$ cat src/rtl/imem_prefetch.sv
`default_nettype none
// ============================================================================
// Module   : imem_prefetch
// Brief    : Instruction memory with pipelined synchronous read, prefetch FIFO,
//            redirect (flush/refetch) and a program-load write port.
// Revision : 1.0
// ============================================================================
module imem_prefetch #(
  parameter int                DATA_W     = 32,
  parameter int                ADDR_W     = 32,
  parameter int                DEPTH      = 64,
  parameter int                RD_LAT     = 1,
  parameter int                FIFO_DEPTH = 4,
  parameter logic [ADDR_W-1:0] RESET_PC   = '0
) (
  input  logic                          clk,
  input  logic                          rst,
  input  logic                          redirect_valid,
  input  logic [ADDR_W-1:0]             redirect_pc,
  output logic                          instr_valid,
  output logic [DATA_W-1:0]             instr,
  output logic [ADDR_W-1:0]             instr_pc,
  input  logic                          instr_ready,
  output logic                          misalign_err,
  output logic                          oob_err,
  input  logic                          load_we,
  input  logic [ADDR_W-1:0]             load_addr,
  input  logic [DATA_W-1:0]             load_data,
  output logic [$clog2(FIFO_DEPTH):0]   fifo_count
);

  localparam int C_MAW = $clog2(DEPTH);
  localparam int C_FAW = $clog2(FIFO_DEPTH);
  localparam int C_SW  = C_FAW + 2;
  localparam logic [C_SW-1:0] C_FIFO_DEPTH = C_SW'(FIFO_DEPTH);

  logic [DATA_W-1:0] r_mem [DEPTH];

  logic [RD_LAT-1:0] r_st_valid;
  logic [RD_LAT-1:0] r_st_epoch;
  logic [RD_LAT-1:0] r_st_oob;
  logic [ADDR_W-1:0] r_st_pc   [RD_LAT];
  logic [DATA_W-1:0] r_st_data [RD_LAT];

  logic [DATA_W-1:0]     r_fifo_data [FIFO_DEPTH];
  logic [ADDR_W-1:0]     r_fifo_pc   [FIFO_DEPTH];
  logic [FIFO_DEPTH-1:0] r_fifo_oob;
  logic [C_FAW:0]        r_wr_ptr;
  logic [C_FAW:0]        r_rd_ptr;

  logic [ADDR_W-1:0] r_fetch_pc;
  logic              r_epoch;
  logic              r_misalign;

  logic [C_MAW-1:0] w_fetch_idx;
  logic             w_fetch_oob;
  logic [C_MAW-1:0] w_load_idx;
  logic             w_load_oob;
  logic [C_SW-1:0]  w_inflight;
  logic             w_issue;
  logic             w_push;
  logic             w_pop;
  logic [C_FAW-1:0] w_wr_idx;
  logic [C_FAW-1:0] w_rd_idx;
  logic             w_unused;

  assign w_fetch_idx = r_fetch_pc[2 +: C_MAW];
  assign w_fetch_oob = |r_fetch_pc[ADDR_W-1:2+C_MAW];
  assign w_load_idx  = load_addr[2 +: C_MAW];
  assign w_load_oob  = |load_addr[ADDR_W-1:2+C_MAW];
  assign w_unused    = &{1'b0, load_addr[1:0]};

  assign w_wr_idx    = r_wr_ptr[C_FAW-1:0];
  assign w_rd_idx    = r_rd_ptr[C_FAW-1:0];
  assign fifo_count  = r_wr_ptr - r_rd_ptr;
  assign instr_valid = (r_wr_ptr != r_rd_ptr);

  // In-flight reads of either epoch hold a credit until they leave the pipe.
  always_comb begin
    w_inflight = '0;
    for (int i = 0; i < RD_LAT; i++) begin
      w_inflight = w_inflight + C_SW'(r_st_valid[i]);
    end
  end

  assign w_issue = !load_we && !redirect_valid &&
                   (({1'b0, fifo_count} + w_inflight) < C_FIFO_DEPTH);
  assign w_push  = r_st_valid[RD_LAT-1] && (r_st_epoch[RD_LAT-1] == r_epoch) &&
                   !redirect_valid;
  assign w_pop   = instr_valid && instr_ready && !redirect_valid;

  always_ff @(posedge clk or posedge rst) begin
    if (rst) begin
      r_fetch_pc <= RESET_PC;
      r_epoch    <= 1'b0;
      r_misalign <= 1'b0;
      r_st_valid <= '0;
      r_wr_ptr   <= '0;
      r_rd_ptr   <= '0;
    end else begin
      r_misalign    <= redirect_valid && (redirect_pc[1:0] != 2'b00);
      r_st_valid[0] <= w_issue;
      for (int i = 1; i < RD_LAT; i++) begin
        r_st_valid[i] <= r_st_valid[i-1];
      end
      if (redirect_valid) begin
        r_epoch    <= ~r_epoch;
        r_fetch_pc <= {redirect_pc[ADDR_W-1:2], 2'b00};
        r_wr_ptr   <= '0;
        r_rd_ptr   <= '0;
      end else begin
        if (w_issue) r_fetch_pc <= r_fetch_pc + ADDR_W'(4);
        if (w_push)  r_wr_ptr   <= r_wr_ptr + 1'b1;
        if (w_pop)   r_rd_ptr   <= r_rd_ptr + 1'b1;
      end
    end
  end

  // Datapath storage needs no reset; validity is tracked by the control state.
  always_ff @(posedge clk) begin
    if (load_we && !w_load_oob) r_mem[w_load_idx] <= load_data;
    r_st_data[0]  <= w_fetch_oob ? '0 : r_mem[w_fetch_idx];
    r_st_pc[0]    <= r_fetch_pc;
    r_st_oob[0]   <= w_fetch_oob;
    r_st_epoch[0] <= r_epoch;
    for (int i = 1; i < RD_LAT; i++) begin
      r_st_data[i]  <= r_st_data[i-1];
      r_st_pc[i]    <= r_st_pc[i-1];
      r_st_oob[i]   <= r_st_oob[i-1];
      r_st_epoch[i] <= r_st_epoch[i-1];
    end
    if (w_push) begin
      r_fifo_data[w_wr_idx] <= r_st_data[RD_LAT-1];
      r_fifo_pc[w_wr_idx]   <= r_st_pc[RD_LAT-1];
      r_fifo_oob[w_wr_idx]  <= r_st_oob[RD_LAT-1];
    end
  end

  assign instr        = instr_valid ? r_fifo_data[w_rd_idx] : '0;
  assign instr_pc     = instr_valid ? r_fifo_pc[w_rd_idx]   : '0;
  assign oob_err      = instr_valid & r_fifo_oob[w_rd_idx];
  assign misalign_err = r_misalign;

endmodule
`default_nettype wire
$ cat config.mk
export PLATFORM = sky130hd
export DESIGN_NAME = imem_prefetch
export DESIGN_NICKNAME = d
export VERILOG_FILES = /design/src/rtl/imem_prefetch.sv
export SDC_FILE = /design/constraint.sdc
export NUM_CORES = 2
export LEC_CHECK = 0
export BUFFER_PORTS_ARGS = -buffer_cell sky130_fd_sc_hd__clkbuf_2
export CORE_UTILIZATION = 50
export DETAILED_ROUTE_END_ITERATION = 6
export GPL_ROUTABILITY_DRIVEN = 0
export PLACE_DENSITY_LB_ADDON = 0.12
export SYNTH_ARGS = -nofsm -noshare
export SYNTH_HDL_FRONTEND = slang
export SYNTH_SLANG_ARGS = --single-unit
$ cat constraint.sdc
create_clock -name clk -period 5.9 [get_ports clk]
set_clock_uncertainty 0.2 [all_clocks]
set_input_delay 0.885 -clock clk [delete_from_list [all_inputs] [get_ports clk]]
set_output_delay 0.885 -clock clk [all_outputs]
set_load 0.005 [all_outputs]
# ---- Word-level counts from Yosys, hierarchy flattened
# Memory sizes are Yosys's and may differ from the RTL's.
# Index checks and enable logic that the tools add are counted.
dict set report classes {
  n_addsub 5
  n_mul 0
  div_mod_pow 0
  n_lt_le_gt_ge 4
  eq_ne 2
  shifts 0
  n_mux 18
  n_bitwise 2
  n_reduce_logical 18
}
# operator n
set op_table {}
lappend op_table {{32-bit 2-to-1 mux} 5}
lappend op_table {{24-bit OR reduction} 2}
lappend op_table {{32-bit by 3-bit adder with 32-bit output, second input constant} 1}
lappend op_table {{3-bit 2-to-1 mux} 4}
lappend op_table {{1-bit logical AND} 9}
lappend op_table {{2-bit nonzero test} 4}
lappend op_table {{3-bit by 1-bit adder with 3-bit output, second input constant} 2}
lappend op_table {{2-bit by 3-bit less-than comparator with 1-bit output, second input constant} 2}
lappend op_table {{1-bit 2-to-1 mux} 6}
lappend op_table {{3-bit by 1-bit adder with 4-bit output} 1}
lappend op_table {{4-bit bitwise mux} 1}
lappend op_table {{4-bit by 3-bit less-than comparator with 1-bit output, second input constant} 1}
lappend op_table {{1-bit logical NOT} 3}
lappend op_table {{3-bit inequality test} 1}
lappend op_table {{3-bit subtractor} 1}
lappend op_table {{1-bit binary-select mux with 2-bit select} 1}
lappend op_table {{1-bit demux with 2-bit select} 1}
lappend op_table {{2-bit by 1-bit greater-or-equal comparator with 1-bit output, second input constant} 1}
lappend op_table {{1-bit bitwise AND} 1}
lappend op_table {{1-bit equality test} 1}
lappend op_table {{1-bit inverter} 1}
dict set report totals {
  regBits 47
  latchBits 0
  ramBits 2368
  rom_bits 0
  inputBits 101
  output_inout_bits 70
  word_cells 63
  n_memories 5
}
# name words width read_ports rd_clocked_by_memory_dff wr line
set mem_list {}
lappend mem_list {r_mem 64 32 1 0 1 37} ;# logic [DATA_W-1:0] r_mem [DEPTH];
lappend mem_list {r_fifo_data 4 32 1 0 1 45} ;# logic [DATA_W-1:0] r_fifo_data [FIFO_DEPTH];
lappend mem_list {r_fifo_pc 4 32 1 0 1 46} ;# logic [ADDR_W-1:0] r_fifo_pc [FIFO_DEPTH];
lappend mem_list {r_st_data 1 32 1 0 1 43} ;# logic [DATA_W-1:0] r_st_data [RD_LAT];
lappend mem_list {r_st_pc 1 32 1 0 1 42} ;# logic [ADDR_W-1:0] r_st_pc [RD_LAT];

# ---- Longest topological paths before layout
dict set report logic_depth {
  word_depth 6
  ltp_mapped 12
  ltp_nobuf 10
}

# ---- Least setup slack after synthesis
# OpenSTA, ideal clock, no wires.
dict set report synth_path {
  kind {input to register}
  start {in load_addr[9]}
  end {mem r_mem[55][0] (enable)}
  setup_ns 0.421
  arrival_time_ns 3.290
  required_time_ns 5.279
  setup_slack_ns 1.989
  path_stages 5
  n_path_buf 0
  cell_sequence {nor4b_1 nand4_1 nor3_1 nand3_1 nor2_1}
}
dict set report synth_between {
  elab_chain_len 5
}
# item line
set synth_lines {}
lappend synth_lines {{from (decl)} 27} ;# input logic [ADDR_W-1:0] load_addr,
lappend synth_lines {{24-bit OR reduction} 70} ;# assign w_load_oob = |load_addr[ADDR_W-1:2+C_MAW];
lappend synth_lines {{1-bit logical NOT} 121} ;# if (load_we && !w_load_oob) r_mem[w_load_idx] <= load_data;
lappend synth_lines {{1-bit logical AND} 121}
lappend synth_lines {{1-bit 2-to-1 mux} 121}
lappend synth_lines {{1-bit 2-to-1 mux (not written as such)} 121}
lappend synth_lines {{to (decl)} 37}
# No other way between the ends.

# ---- Worst setup path after layout
dict set report layout_path {
  start {reg r_rd_ptr[0]}
  end {out instr[31]}
}
dict set report layout_between {
  elab_chain_len 2
  elab_cells_between_ends 3
  cone_classes {1 x eq/ne; 1 x mux; 1 x memory}
}
# item line
set layout_lines {}
lappend layout_lines {{from (decl)} 49} ;# logic [C_FAW:0] r_rd_ptr;
lappend layout_lines {{from (signal assigned)} 114} ;# if (w_pop) r_rd_ptr <= r_rd_ptr + 1'b1;
lappend layout_lines {{memory read 4 x 32 bit or 3-bit inequality test (tied branches)} --}
lappend layout_lines {{32-bit 2-to-1 mux *} 139} ;# assign instr = instr_valid ? r_fifo_data[w_rd_idx] : '0;
lappend layout_lines {{to (decl)} 21} ;# output logic [DATA_W-1:0] instr,
# Mark *: on every way between the ends. The rest lies on a longest branch, timed or not.

==> flow_summary_export.csv <==
group,metric,value,unit
timing,min_period,4.60,ns
critical_path,cp.depth,4,
global_route,grt_usage,0.255,
route,drt_pass1_iterations,5,
clocking,clockRootBuffer,"clkbuf_16",
clocking,htreeDepth,4,
finish,final_net_count,4568,
logic_synthesis,synth-seq-cells,2403,
route,wirelength,233000,um
critical_path,r2r_cells,5,
clocking,clock_path_buffers,3,
route,drtIter0Drc,5238,
die,core_area,181000,um^2
timing,worst_slack,1.30,ns
timing,rsz0062_at_grt,"false",
power_and_ir_drop,seqPwrFrac,0.491,
finish,stdcell_area,104000,um^2
clocking,clkTransAtPathRegs,0.06,ns
logic_synthesis,synth_area_per_cell,22.5,um^2
timing,setup_tns,0,ns
logic_synthesis,synth.distinct_cells,72,
die,ios,171,
critical_path,critical-path-max-stage-delay,0.78,ns
critical_path,crit_buf_inv,1,
job,cap_viol_max_count,0,
logic_synthesis,seq_area_frac_synth,0.780,
critical_path,crit_family,"simple AND/OR/NAND/NOR gates",
logic_synthesis,synth_edf_count,2300,
power_and_ir_drop,p_sw_frac,0.248,
logic_synthesis,async_flop_share,0.0162,
die,die_h,430,um
route,ant_nets,0,
power_and_ir_drop,clkPwrFrac,0.369,
critical_path,cp_slowest_cell,"nand3_2",
critical_path,crit_path_start_kind,"flop",
status,status,"finished clean",
finish,area_delta_synth_final,13.6,%
clocking,cts.sinks,2403,
clocking,clk_latency,0.87,ns
power_and_ir_drop,pwr-share-comb,0.140,
logic_synthesis,synth_warnings,0,
finish,fill_cells,13227,
critical_path,startpoint,"r_rd_ptr[0]",
logic_synthesis,postSynthCellCount,4057,
global_route,antenna_found_initial,25,
placement,io_buffers,166,
critical_path,worstSetupEndpointType,"output port",
finish,drive_above_1_share,0.294,
timing,timing_worst_slew_pin_value,1.35,ns
finish,final_cell_count_no_fill,7026,
clocking,cts_resized,0,
logic_synthesis,netlist_area,91400,um^2
route,viasPerCell,6.20,
power_and_ir_drop,peakVddDrop,298,uV
critical_path,path_cells,"ha_1 > nand3_2 > and2_1 > clkbuf_2",
critical_path,reg2reg_to,"r_st_data[0][1]",
die,dieArea,185000,um^2
timing,period_share,0.779,
global_route,grt_max_degree,86,
logic_synthesis,synth_flop_cell,"edfxtp_1",
placement,hpwl,135000,um
power_and_ir_drop,switchingPower,9.61,mW
timing,finalSetupViolCount,0,
critical_path,cp-endpoint,"instr[31]",
clocking,cts_setup_buffers,0,
critical_path,worstSetupPathType,"reg2out",
placement,placed_area,96400,um^2
placement,post-place-cells,6578,
route,vias,43541,
critical_path,crit_arrival,3.51,ns
power_and_ir_drop,finalPower,38.8,mW
critical_path,cp_max_fo,67,
hold_path,hold_class,"in2reg",
clocking,tritoncts,"done",
die,fp-row-count,156,
global_route,overflow,0,
power_and_ir_drop,internal-power,29.2,mW
placement,place_ws,0.852,ns
die,start_util,0.505,
clocking,cts_made_buffers,234,
critical_path,worstPathRequired,4.82,ns
hold_path,worstHoldStart,"redirect_pc[31]",
critical_path,r2r-start,"r_fetch_pc[2]",
global_route,grt_pass1_vias,43657,
timing,max_freq,218,MHz
route,wl_per_cell,33.2,um
die,die_w,430,um
timing,finalHoldViolCount,0,
timing,max_slew_margin,0.0968,
timing,slew_viol_final,0,
power_and_ir_drop,power_density,374,nW/um^2
power_and_ir_drop,leakage,33.2,nW
route,drc,0,
global_route,grt_pass1_wl,330000,um
critical_path,regToRegSetupSlack,1.77,ns
[per-stage QoR]
step	hold WS [ns]	utilization
4_1_cts	0.000212	0.573
6_report	0.0638	0.573
3_3_place_gp	0.223	0.532
2_1_floorplan	0.145	-
3_5_place_dp	0.218	0.532
5_1_grt	0.0361	0.573
[timing repair]
item	in CTS	in global routing
endpoints found under the setup margin	0	0
hold buffers	14	0
endpoints found under the hold margin	51	0
[cell families after synthesis]
group,synth area share
compound gates,0.0210
fa+ha+maj,0.00131
flops,0.780
xor+xnor,0.00266
other cells,0.0000410
simple gates,0.0209
buf+inv,0.0135
mux,0.160
[metal layers]
layer	up-vias	share of wire	global-route usage
met3	308	0.078	0.0476
met2	1797	0.47	0.395
met4	6	0.027	0.0744
met1	23460	0.42	0.375
li1	17970	-	-
met5	-	0.00018	0
[area by class of cell]
cell class	count	area (um^2)	share of cell area
sequential	2403	71300	0.687
multi-input combinational	1432	19400	0.187
clock buffer	321	6370	0.0614
tap	2370	2970	0.0286
timing repair buffer	374	2790	0.0269
clock inverter	109	931	0.00896
inverter	13	56.3	0.000542
antenna	4	10.0	0.0000964
[state kept, by name (all words and copies together), names as in the netlist]
register and count:
r_mem 2048, r_fifo_data 128, r_fifo_oob 4, r_fifo_pc 120
r_st_epoch 1, r_epoch 1, r_fetch_pc 30, r_st_data 32
misalign_err 1, r_st_pc 30, r_st_valid 1, r_st_oob 1
r_wr_ptr 3, r_rd_ptr 3
[worst min-delay path by stage]
stage	cells past startpoint	to	slack [ns]
floorplan	0	r_st_pc[0][6]	0.15
global placement	0	r_st_epoch	0.22
detailed placement	0	r_st_pc[0][18]	0.22
CTS	3	r_fetch_pc[31]	0.0002
global route	3	r_fetch_pc[31]	0.04
finish	3	r_fetch_pc[31]	0.06
[cells in the final DEF (no fill, tap or decap), drive strengths merged, types with 23 or more instances in the layout]
cell type / instances
o22ai: 43
inv: 23
nand3: 28
clkbuf: 483
dfrtp: 39
nor2: 104
edfxtp: 2300
mux4: 588
buf: 198
clkinv: 84
dfxtp: 64
nand2: 111
a21oi: 28
o21ai: 59
a211oi: 23
and2: 75
mux2i: 125
[Yosys cell counts, types with 7 or more instances]
| library cell | instances | share of area |
|---|---|---|
| buf_6 | 23 | 0.0028 |
| and2_1 | 75 | 0.0051 |
| edfxtp_1 | 2300 | 0.76 |
| ha_1 | 8 | 0.0011 |
| nand3_1 | 28 | 0.0015 |
| nor4_1 | 11 | 0.00075 |
| a211o_1 | 10 | 0.00096 |
| nor2b_1 | 7 | 0.00048 |
| dfrtp_1 | 39 | 0.011 |
| a211oi_1 | 23 | 0.0019 |
| mux4_2 | 588 | 0.14 |
| mux2i_1 | 125 | 0.014 |
| mux2_1 | 9 | 0.0011 |
| clkbuf_1 | 74 | 0.0030 |
| a221oi_1 | 14 | 0.0013 |
| o21ai_0 | 26 | 0.0014 |
| buf_4 | 30 | 0.0025 |
| and3_1 | 7 | 0.00048 |
| nand2_1 | 111 | 0.0046 |
| a21oi_1 | 28 | 0.0015 |
| o22ai_1 | 43 | 0.0029 |
| nor3_1 | 19 | 0.0010 |
| xor2_1 | 19 | 0.0018 |
| dfxtp_1 | 64 | 0.014 |
| a32oi_1 | 15 | 0.0014 |
| inv_1 | 11 | 0.00045 |
| o221ai_1 | 22 | 0.0021 |
| o21ai_1 | 33 | 0.0018 |
| a22oi_1 | 16 | 0.0013 |
| nor2_1 | 104 | 0.0043 |
| buf_1 | 16 | 0.00066 |
| buf_2 | 64 | 0.0035 |
| a221o_1 | 7 | 0.00077 |
[power by group through the flow]
| stage | sequential (mW) | clock (mW) | combinational, mW |
|---|---|---|---|
| 2_1_floorplan | 19.2 | 0 | 3.57 |
| 3_3_place_gp | 19.4 | 0 | 5.43 |
| 3_5_place_dp | 19.4 | 0 | 5.46 |
| 4_1_cts | 19.1 | 14.5 | 5.48 |
| 5_1_grt | 19.1 | 15.2 | 5.74 |
| 6_report | 19.1 | 14.3 | 5.42 |
[worst min-delay path, delay by kind of cell]
| family | cells | cell delay [ns] |
|---|---|---|
| and+or+nand+nor | 1 | 0.05 |
| buffers and inverters | 1 | 0.08 |
| AOI/OAI and AO/OA | 1 | 0.07 |
No activity file was read; power rests on OpenSTA's default activity.
